--- src/rtl/uart_fifo_mmio.sv ---
// uart_fifo_mmio: memory-mapped 8N1 UART. A FIFO buffers each direction. The block adds sticky error flags
//   and a level interrupt.
// Ports: clk, rst (sync, active-high); sel/reg_addr/wdata/wstrb/rstrb/rdata form the register bus.
//   uart_rx is the async serial input; uart_tx is the serial output (idle high); irq is the level interrupt.
module uart_fifo_mmio #(
    parameter int unsigned CLK_FREQ_HZ = 25000000,
    parameter int unsigned BAUD_RATE   = 115200,
    parameter int unsigned TX_DEPTH    = 16,
    parameter int unsigned RX_DEPTH    = 16
) (
    input  logic        clk,
    input  logic        rst,
    input  logic        sel,
    input  logic [1:0]  reg_addr,
    input  logic [31:0] wdata,
    input  logic        wstrb,
    input  logic        rstrb,
    output logic [31:0] rdata,
    input  logic        uart_rx,
    output logic        uart_tx,
    output logic        irq
);
    localparam int unsigned DIV     = CLK_FREQ_HZ / BAUD_RATE;
    localparam logic [15:0] DIV_M1  = 16'(DIV - 1);
    localparam logic [15:0] HALF_M1 = 16'(DIV / 2 - 1);
    localparam int          TAW     = $clog2(TX_DEPTH);
    localparam int          RAW     = $clog2(RX_DEPTH);

    typedef enum logic [1:0] {S_IDLE, S_START, S_DATA, S_STOP} state_e;

    logic rd, wr, rd_data, rd_status, wr_data, wr_ctrl;
    assign rd        = sel & rstrb;
    assign wr        = sel & wstrb;
    assign rd_data   = rd && (reg_addr == 2'd0);
    assign rd_status = rd && (reg_addr == 2'd1);
    assign wr_data   = wr && (reg_addr == 2'd0);
    assign wr_ctrl   = wr && (reg_addr == 2'd2);

    logic unused_wdata;
    assign unused_wdata = ^wdata[31:8];

    // FIFO storage and pointers (extra MSB distinguishes full from empty)
    logic [7:0]   tx_mem [TX_DEPTH];
    logic [7:0]   rx_mem [RX_DEPTH];
    logic [TAW:0] tx_wp_q, tx_wp_d, tx_rp_q, tx_rp_d;
    logic [RAW:0] rx_wp_q, rx_wp_d, rx_rp_q, rx_rp_d;
    logic         tx_empty, tx_full, tx_push, tx_pop, tx_idle;
    logic         rx_empty, rx_full, rx_push, rx_push_ok, rx_pop;

    state_e       tx_state_q, tx_state_d, rx_state_q, rx_state_d;
    logic [15:0]  tx_cnt_q, tx_cnt_d, rx_cnt_q, rx_cnt_d;
    logic [2:0]   tx_bit_q, tx_bit_d, rx_bit_q, rx_bit_d;
    logic [7:0]   tx_sh_q, tx_sh_d, rx_sh_q, rx_sh_d;
    logic         tx_line_q, tx_line_d;
    logic [2:0]   rx_sync_q, rx_sync_d;
    logic         rx_s, rx_prev, frame_set;
    logic [2:0]   sticky_q, sticky_d;
    logic [1:0]   ctrl_q, ctrl_d;
    logic [31:0]  rdata_q, rdata_d;
    logic         irq_q, irq_d;

    assign tx_empty = (tx_wp_q == tx_rp_q);
    assign tx_full  = (tx_wp_q == {~tx_rp_q[TAW], tx_rp_q[TAW-1:0]});
    assign rx_empty = (rx_wp_q == rx_rp_q);
    assign rx_full  = (rx_wp_q == {~rx_rp_q[RAW], rx_rp_q[RAW-1:0]});
    assign tx_idle  = tx_empty && (tx_state_q == S_IDLE);

    // A pop in the same cycle frees a slot, so a push to a full FIFO still lands
    assign tx_push    = wr_data & (~tx_full | tx_pop);
    assign rx_pop     = rd_data & ~rx_empty;
    assign rx_push_ok = rx_push & (~rx_full | rx_pop);

    // rx_sync_q: [0] first stage, [1] synchronised line, [2] previous synchronised value
    assign rx_s    = rx_sync_q[1];
    assign rx_prev = rx_sync_q[2];

    always_comb begin
        tx_wp_d   = tx_wp_q + (TAW+1)'(tx_push);
        tx_rp_d   = tx_rp_q + (TAW+1)'(tx_pop);
        rx_wp_d   = rx_wp_q + (RAW+1)'(rx_push_ok);
        rx_rp_d   = rx_rp_q + (RAW+1)'(rx_pop);
        rx_sync_d = {rx_sync_q[1:0], uart_rx};
    end

    // TX FSM: the pop and the entry to START share an edge; STOP chains straight into the next START
    always_comb begin
        tx_state_d = tx_state_q;
        tx_cnt_d   = tx_cnt_q + 16'd1;
        tx_bit_d   = tx_bit_q;
        tx_sh_d    = tx_sh_q;
        tx_pop     = 1'b0;
        unique case (tx_state_q)
            S_IDLE: begin
                tx_cnt_d = '0;
                tx_pop   = ~tx_empty;
            end
            S_START: if (tx_cnt_q == DIV_M1) begin
                tx_cnt_d   = '0;
                tx_bit_d   = '0;
                tx_state_d = S_DATA;
            end
            S_DATA: if (tx_cnt_q == DIV_M1) begin
                tx_cnt_d = '0;
                tx_sh_d  = {1'b0, tx_sh_q[7:1]};
                tx_bit_d = tx_bit_q + 3'd1;
                if (tx_bit_q == 3'd7) tx_state_d = S_STOP;
            end
            S_STOP: if (tx_cnt_q == DIV_M1) begin
                tx_cnt_d   = '0;
                tx_pop     = ~tx_empty;
                tx_state_d = S_IDLE;
            end
            default: tx_state_d = S_IDLE;
        endcase
        if (tx_pop) begin
            tx_sh_d    = tx_mem[tx_rp_q[TAW-1:0]];
            tx_cnt_d   = '0;
            tx_state_d = S_START;
        end
        tx_line_d = 1'b1;
        if (tx_state_d == S_START) tx_line_d = 1'b0;
        else if (tx_state_d == S_DATA) tx_line_d = tx_sh_d[0];
    end

    // RX FSM: samples at mid-bit and re-checks the start bit to reject short glitches
    always_comb begin
        rx_state_d = rx_state_q;
        rx_cnt_d   = rx_cnt_q + 16'd1;
        rx_bit_d   = rx_bit_q;
        rx_sh_d    = rx_sh_q;
        rx_push    = 1'b0;
        frame_set  = 1'b0;
        unique case (rx_state_q)
            S_IDLE: begin
                rx_cnt_d = '0;
                if (rx_prev & ~rx_s) rx_state_d = S_START;
            end
            S_START: if (rx_cnt_q == HALF_M1) begin
                rx_cnt_d   = '0;
                rx_bit_d   = '0;
                rx_state_d = rx_s ? S_IDLE : S_DATA;
            end
            S_DATA: if (rx_cnt_q == DIV_M1) begin
                rx_cnt_d = '0;
                rx_sh_d  = {rx_s, rx_sh_q[7:1]};
                rx_bit_d = rx_bit_q + 3'd1;
                if (rx_bit_q == 3'd7) rx_state_d = S_STOP;
            end
            S_STOP: if (rx_cnt_q == DIV_M1) begin
                rx_cnt_d   = '0;
                rx_push    = rx_s;
                frame_set  = ~rx_s;
                rx_state_d = S_IDLE;
            end
            default: rx_state_d = S_IDLE;
        endcase
    end

    // Registers: status-read clear loses to an event in the same cycle
    always_comb begin
        sticky_d = (sticky_q & {3{~rd_status}})
                 | {wr_data & ~tx_push, frame_set, rx_push & ~rx_push_ok};
        ctrl_d   = wr_ctrl ? wdata[1:0] : ctrl_q;
        rdata_d  = rdata_q;
        if (rd) begin
            unique case (reg_addr)
                2'd0:    rdata_d = {23'b0, ~rx_empty,
                                    rx_empty ? 8'h00 : rx_mem[rx_rp_q[RAW-1:0]]};
                2'd1:    rdata_d = {18'b0, sticky_q, tx_idle, tx_full, ~rx_empty, 8'b0};
                2'd2:    rdata_d = {30'b0, ctrl_q};
                default: rdata_d = '0;
            endcase
        end
        irq_d = (ctrl_q[0] & ~rx_empty) | (ctrl_q[1] & tx_idle);
    end

    always_ff @(posedge clk) begin
        if (tx_push) tx_mem[tx_wp_q[TAW-1:0]] <= wdata[7:0];
        if (rx_push_ok) rx_mem[rx_wp_q[RAW-1:0]] <= rx_sh_q;
    end

    always_ff @(posedge clk) begin
        if (rst) begin
            tx_wp_q    <= '0;
            tx_rp_q    <= '0;
            rx_wp_q    <= '0;
            rx_rp_q    <= '0;
            tx_state_q <= S_IDLE;
            tx_cnt_q   <= '0;
            tx_bit_q   <= '0;
            tx_sh_q    <= '0;
            tx_line_q  <= 1'b1;
            rx_sync_q  <= '1;
            rx_state_q <= S_IDLE;
            rx_cnt_q   <= '0;
            rx_bit_q   <= '0;
            rx_sh_q    <= '0;
            sticky_q   <= '0;
            ctrl_q     <= '0;
            rdata_q    <= '0;
            irq_q      <= 1'b0;
        end else begin
            tx_wp_q    <= tx_wp_d;
            tx_rp_q    <= tx_rp_d;
            rx_wp_q    <= rx_wp_d;
            rx_rp_q    <= rx_rp_d;
            tx_state_q <= tx_state_d;
            tx_cnt_q   <= tx_cnt_d;
            tx_bit_q   <= tx_bit_d;
            tx_sh_q    <= tx_sh_d;
            tx_line_q  <= tx_line_d;
            rx_sync_q  <= rx_sync_d;
            rx_state_q <= rx_state_d;
            rx_cnt_q   <= rx_cnt_d;
            rx_bit_q   <= rx_bit_d;
            rx_sh_q    <= rx_sh_d;
            sticky_q   <= sticky_d;
            ctrl_q     <= ctrl_d;
            rdata_q    <= rdata_d;
            irq_q      <= irq_d;
        end
    end

    assign uart_tx = tx_line_q;
    assign rdata   = rdata_q;
    assign irq     = irq_q;

endmodule
--- config.mk ---
export PLATFORM = sky130hd
export DESIGN_NAME = uart_fifo_mmio
export DESIGN_NICKNAME = d
export VERILOG_FILES = /design/src/rtl/uart_fifo_mmio.sv
export SDC_FILE = /design/constraint.sdc
export NUM_CORES = 1
export LEC_CHECK = 0
export CAP_MARGIN = 10
export CORE_MARGIN = 1.5
export CORE_UTILIZATION = 25
export DETAILED_ROUTE_END_ITERATION = 6
export PLACE_DENSITY = 0.51
export SETUP_SLACK_MARGIN = 0.3
export SLEW_MARGIN = 10
export SYNTH_ARGS = -nofsm -noshare
export SYNTH_HDL_FRONTEND = slang
export SYNTH_SLANG_ARGS = --single-unit
--- constraint.sdc ---
create_clock -name clk -period 2.9 [get_ports clk]
set_clock_uncertainty 0.1 [all_clocks]
set_input_delay 0.58 -clock clk [delete_from_list [all_inputs] [get_ports clk]]
set_output_delay 0.58 -clock clk [all_outputs]
set_load 0.02 [all_outputs]
## Word-level counts from Yosys, hierarchy flattened

Memory sizes are Yosys's and may differ from the RTL's. A register that Yosys moved wholly into a read port is not among the register bits.
Cells that the tools add are included.

| cells by class | value |
|---|---|
| bitwise gates (word level) | 25 |
| add/subtract/negate cells | 8 |
| reductions and logical operators | 20 |
| equal/unequal tests | 26 |
| mux-type cells | 43 |

Operators with widths:

| cell | count |
|---|---|
| $mux 16 | 3 |
| $pmux 16 s3 | 1 |
| $pmux 14 s3 | 1 |
| $add 16x1->16 const B | 2 |
| $eq 16x8->1 const B | 2 |
| $mux 8 | 4 |
| $pmux 16 s2 | 1 |
| $mux 2 | 11 |
| $add 5x1->5 | 4 |
| $eq 5x5->1 | 4 |
| $eq 16x7->1 const B | 1 |
| $ne 2x2->1 const B | 7 |
| $eq 2x2->1 const B | 6 |
| $mux 3 | 4 |
| $pmux 3 s2 | 2 |
| $mux 1 | 11 |
| $and 1x1->1 | 10 |
| $not 1->1 | 10 |
| $eq 2x1->1 const B | 4 |
| $mux 4 | 2 |
| $pmux 2 s4 | 1 |
| $reduce_bool 2->1 | 4 |
| $add 3x1->3 const B | 2 |
| $eq 3x3->1 const B | 2 |
| 12 further kinds | 23 |

| storage, ports and cells | value |
|---|---|
| logic and storage cells | 143 |
| output and inout port bits | 34 |
| bits in writable memories | 256 |
| memories | 2 |
| register bits | 120 |

Memories:

| memory | depth | bits a word | read ports | clocked after Yosys merged registers in | write ports | RTL line | source |
|---|---|---|---|---|---|---|---|
| rx_mem | 16 | 8 | 1 | 1 | 1 | 44 | `logic [7:0] rx_mem [RX_DEPTH];` |
| tx_mem | 16 | 8 | 1 | 1 | 1 | 43 | `logic [7:0] tx_mem [TX_DEPTH];` |

## Logic depth before layout (Yosys ltp)

| depth | value |
|---|---|
| depth in word-level cells | 9 |
| mapped depth | 14 |
| mapped depth without buffers | 13 |

## Worst setup path before layout

OpenSTA, ideal clock, no wires.

| path | value |
|---|---|
| kind | reg2reg |
| start point | register tx_cnt_q[0] |
| end point | memory tx_mem[0][0] (enable) |
| buffers on the path | 0 |
| data arrival time | 2.722 ns |
| stages on the path, launching flop included | 9 |
| library setup time | 0.395 ns |
| setup slack | -0.317 ns |
| period minus slack after synthesis | 3.217 ns |
| path through | dfxtp_1 inv_1 ha_1 or3b_2 nor4_4 a21oi_2 o21ai_0 nand2_1 nor4_1 |

| on the way | value |
|---|---|
| longest elaborated chain between the ends | 7 |

Ends and longest elaborated chain:

| item | RTL line | source |
|---|---|---|
| start: declaration | 51 | `logic [15:0] tx_cnt_q, tx_cnt_d, rx_cnt_q, rx_cnt_d;` |
| start signal: assignment | 208 | `tx_cnt_q <= tx_cnt_d;` |
| $eq 16x8->1 | 108 | `S_STOP: if (tx_cnt_q == DIV_M1) begin` |
| $mux 1 | 108 |  |
| $pmux 1 s2 | 92 | `unique case (tx_state_q)` |
| $or 1x1->1 | 69 | `assign tx_push = wr_data & (~tx_full \| tx_pop);` |
| $and 1x1->1 | 69 |  |
| $mux 1 | 178 | `if (tx_push) tx_mem[tx_wp_q[TAW-1:0]] <= wdata[7:0];` |
| $mux 1 (implied by the code) | 178 |  |
| end: declaration | 43 |  |

No other way between the ends.

## Worst setup path in the final report

| path | value |
|---|---|
| start point | register tx_cnt_q[0] |
| end point | memory tx_mem[4][6] (enable) |

Same word-level chain as after synthesis.

==> qor.csv <==
stage;metric;value;unit
status;status;finished clean;
worst_setup_path;critPathKind;flip-flop to flip-flop;
global_routing;grt_use_met3;2.137;%
worst_hold_path;holdPathStages;1;
cts;clkLatencyLatePin;0.56;ns
global_routing;grt_max_degree;40;
route;vias_per_cell;4.291;
synth;syn_area_per_cell;15.45;µm²
finish;final_common_cell;edfxtp_1;
place;dp_hpwl;19950;µm
synth;syn_area;14480;µm²
global_routing;grt_util_met1;14.20;%
timing;finalSetupTns;0;ns
finish;nets;1122;
route;wire_per_inst;16.69;µm
cts;clk_pin_slew;0.06;ns
power_and_ir_drop;total_power;0.01121;W
place;portBuffers;31;
worst_setup_path;critPathMaxStageDelay;0.38;ns
cts;cts_made_buffers;40;
synth;ys_ff_latch;358;
timing;final.period_utilization;93.05;%
die;coreArea;57480;µm²
cts;cts_sinks;358;
synth;ys_seq_area_share;67.21;%
route;ant_nets;0;
worst_setup_path;path_delay_family;simple AND/OR/NAND/NOR gates;
die;io_pins;74;
timing;final-hold-violation-count;0;
die;dieArea;59360;µm²
worst_setup_path;crit_buf_inv;3;
cts;cts_tree;done;
worst_setup_path;crit_top_cell;nor4_4;
global_routing;first_global_vias;8297;
worst_setup_path;path_depth;10;
cts;root_buffer;clkbuf_16;
route;firstDrtPassIters;5;
worst_setup_path;path_max_fanout;5;
worst_hold_path;hold_path_class;flip-flop to flip-flop;
global_routing;gr-usage-all-layers;10.59;%
finish;final_cell_mix;256 x edfxtp_1, 112 x nor2_1, 94 x dfxtp_1;
die;core.rowCount;88;
worst_setup_path;worstPathArrival;2.86;ns
timing;drv_slew;0;
power_and_ir_drop;power_density;619.4;nW/µm²
timing;fin_hold_ws;0.3286;ns
power_and_ir_drop;p_leak;5.885;nW
worst_setup_path;crit_required;3.06;ns
global_routing;grt_overflow;0;
global_routing;met2_usage;17.19;%
worst_setup_path;cp-start-kind;flip-flop;
flow_run;cap_violations;0;
global_routing;busiest_layer;met2;
die;die_h;243.6;µm
route;drt_wl_total;30940;µm
die;die_w;243.6;µm
finish;drive_gt1_share;27.46;%
worst_setup_path;path_cells;inv_1 > ha_1 > or3b_4 > nor4_4 > a21oi_2 > o21ai_4 > nand2_4 > buf_12 > nor4_4 > buf_4;
timing;rsz0062_at_grt;true;
cts;hold_buffers;0;
synth;async_reset_ff_share;0;%
synth;synth_top_area_share;53.10;%
cts;clockBufferDepth;3;
synth;netlist_top_cells_area;edfxtp_1 53%, dfxtp_1 14%, mux4_2 11%;
timing;finalSetupViolCount;0;
synth;synthCells;937;
synth;synth_top_area_cell;edfxtp_1;
global_routing;antenna_found_initial;0;
finish;antennaDiodeCount;0;
route;post-route-drc-count;0;
timing;fmax;370.6;MHz
timing;fin_crit;2.698;ns
route;via_count;7956;
synth;synth_cell_types;52;
die;start_util;25.19;%
timing;slew_headroom;46.64;%
place;gp_congestion;0.7231;
synth;synth-main-ff-cell;edfxtp_1;
worst_setup_path;rr_worst_depth;10;
power_and_ir_drop;peakVddDrop;0.0003479;V
route;drtIter0Drc;477;
timing;worstMarginPinSlew;0.7979;ns
finish;instances_no_fill;1854;
worst_setup_path;end_kind;flip-flop;
global_routing;grt_pass1_wl;48440;µm
synth;synth_edf_count;256;
synth;ys_warn_count;0;
cts;htree_levels;2;
place;dp.cells;1765;
worst_setup_path;worst_path_max_delay_cell;or3b_4;
finish;syn_to_final_growth;24.96;%
## registers in the layout, summed over array words and instances (netlist names), 2 cells and up, named ones only
signal	count
rx_mem	128
tx_mem	128
rx_cnt_q	16
tx_cnt_q	16
rdata	14
rx_sh_q	8
tx_sh_q	8
rx_rp_q	5
rx_wp_q	5
tx_rp_q	5
tx_wp_q	5
rx_bit_q	3
rx_sync_q	3
sticky_q	3
tx_bit_q	3
ctrl_q	2
tx_state_q	2
## cell usage after synthesis (7+ instances only)
library cell and instances:
edfxtp_1 256, nor2_1 115, dfxtp_1 102, mux4_2 72, clkbuf_1 33, nand2_1 33
xor2_1 27, nand3_1 24, xnor2_1 23, mux2i_1 22, ha_1 21, nor3_1 21
buf_4 18, nor2b_1 18, a22oi_1 15, a21oi_1 14, inv_1 14, a211oi_1 10
buf_2 8, nand2b_1 8, and3_1 7, buf_1 7, nor4_1 7
## report_power, final
group | switching (W) | total, W | internal, W | leakage (nW)
Sequential | 0.0000413 | 0.00556 | 0.00551 | 3.16
Combinational | 0.000524 | 0.000994 | 0.000469 | 2.13
Clock | 0.00199 | 0.00466 | 0.00267 | 0.586
Total | 0.00256 | 0.0112 | 0.00865 | 5.88
## cells by family after synthesis
| group | count (synthesis) | share of synthesized area, % |
|---|---|---|
| AO/OA/AOI/OAI | 61 | 3.310 |
| XOR/XNOR | 50 | 3.025 |
| adder cells (fa/ha/maj) | 21 | 1.815 |
| buffers and inverters | 82 | 2.766 |
| flip-flops | 358 | 67.21 |
| multiplexers | 94 | 12.72 |
| other | 1 | 0.02590 |
| AND/OR/NAND/NOR | 270 | 9.127 |
## routing by layer
| metal | vias to the layer above | wire length (µm) |
|---|---|---|
| li1 | 3754 | - |
| met5 | - | 0 |
| met1 | 4012 | 14310 |
| met2 | 147 | 14690 |
| met3 | 43 | 1288 |
| met4 | 0 | 653 |
## timing repair
item | CTS | global route
gates cloned | 1 | 0
pin swaps | 10 | 14
endpoints found under the setup margin | 235 | 278
resized for setup | 20 | 21
buffers inserted | 10 | 8
## worst paths after layout
kind | slack [ns] | start | to
worst min register to register | 0.33 | rx_sync_q[0]$_SDFF_PP1_ | rx_sync_q[1]$_SDFF_PP1_
worst max register to register | 0.20 | tx_cnt_q[0]$_SDFF_PP0_ | tx_mem[4][6]$_DFFE_PP_
worst min-delay path | 0.33 | rx_sync_q[0]$_SDFF_PP1_ | rx_sync_q[1]$_SDFF_PP1_
worst max-delay path | 0.20 | tx_cnt_q[0]$_SDFF_PP0_ | tx_mem[4][6]$_DFFE_PP_
## per-stage QoR
| stage | area (µm²) | utilization, % | setup slack, ns |
|---|---|---|---|
| finish | 18090 | 31.47 | 0.2015 |
| global route | 18090 | 31.47 | 0.08439 |
| CTS | 17960 | 31.24 | 0.1473 |
| detailed placement | 16550 | 28.80 | -0.2016 |
| global placement | 16550 | 28.80 | -0.2260 |
| floorplan | 14870 | - | 0.1597 |
## area by class of cell
type | count | area, µm²
clock inverter | 13 | 98.84
sequential | 358 | 9742
multi-input combinational | 515 | 4813
clock buffer | 57 | 1106
timing repair buffer | 132 | 1311
tap | 765 | 957.2
inverter | 14 | 61.31
fill | 5657 | 39390
## worst register-to-register path: cells and delay by family (launching register included)
kind / cells / cell delay [ns]
buf+inv: 3 / 0.43
compound gates: 2 / 0.35
fa+ha+maj: 1 / 0.13
flops: 1 / 0.31
simple gates: 4 / 1.08
No activity file was read; power rests on OpenSTA's default activity.
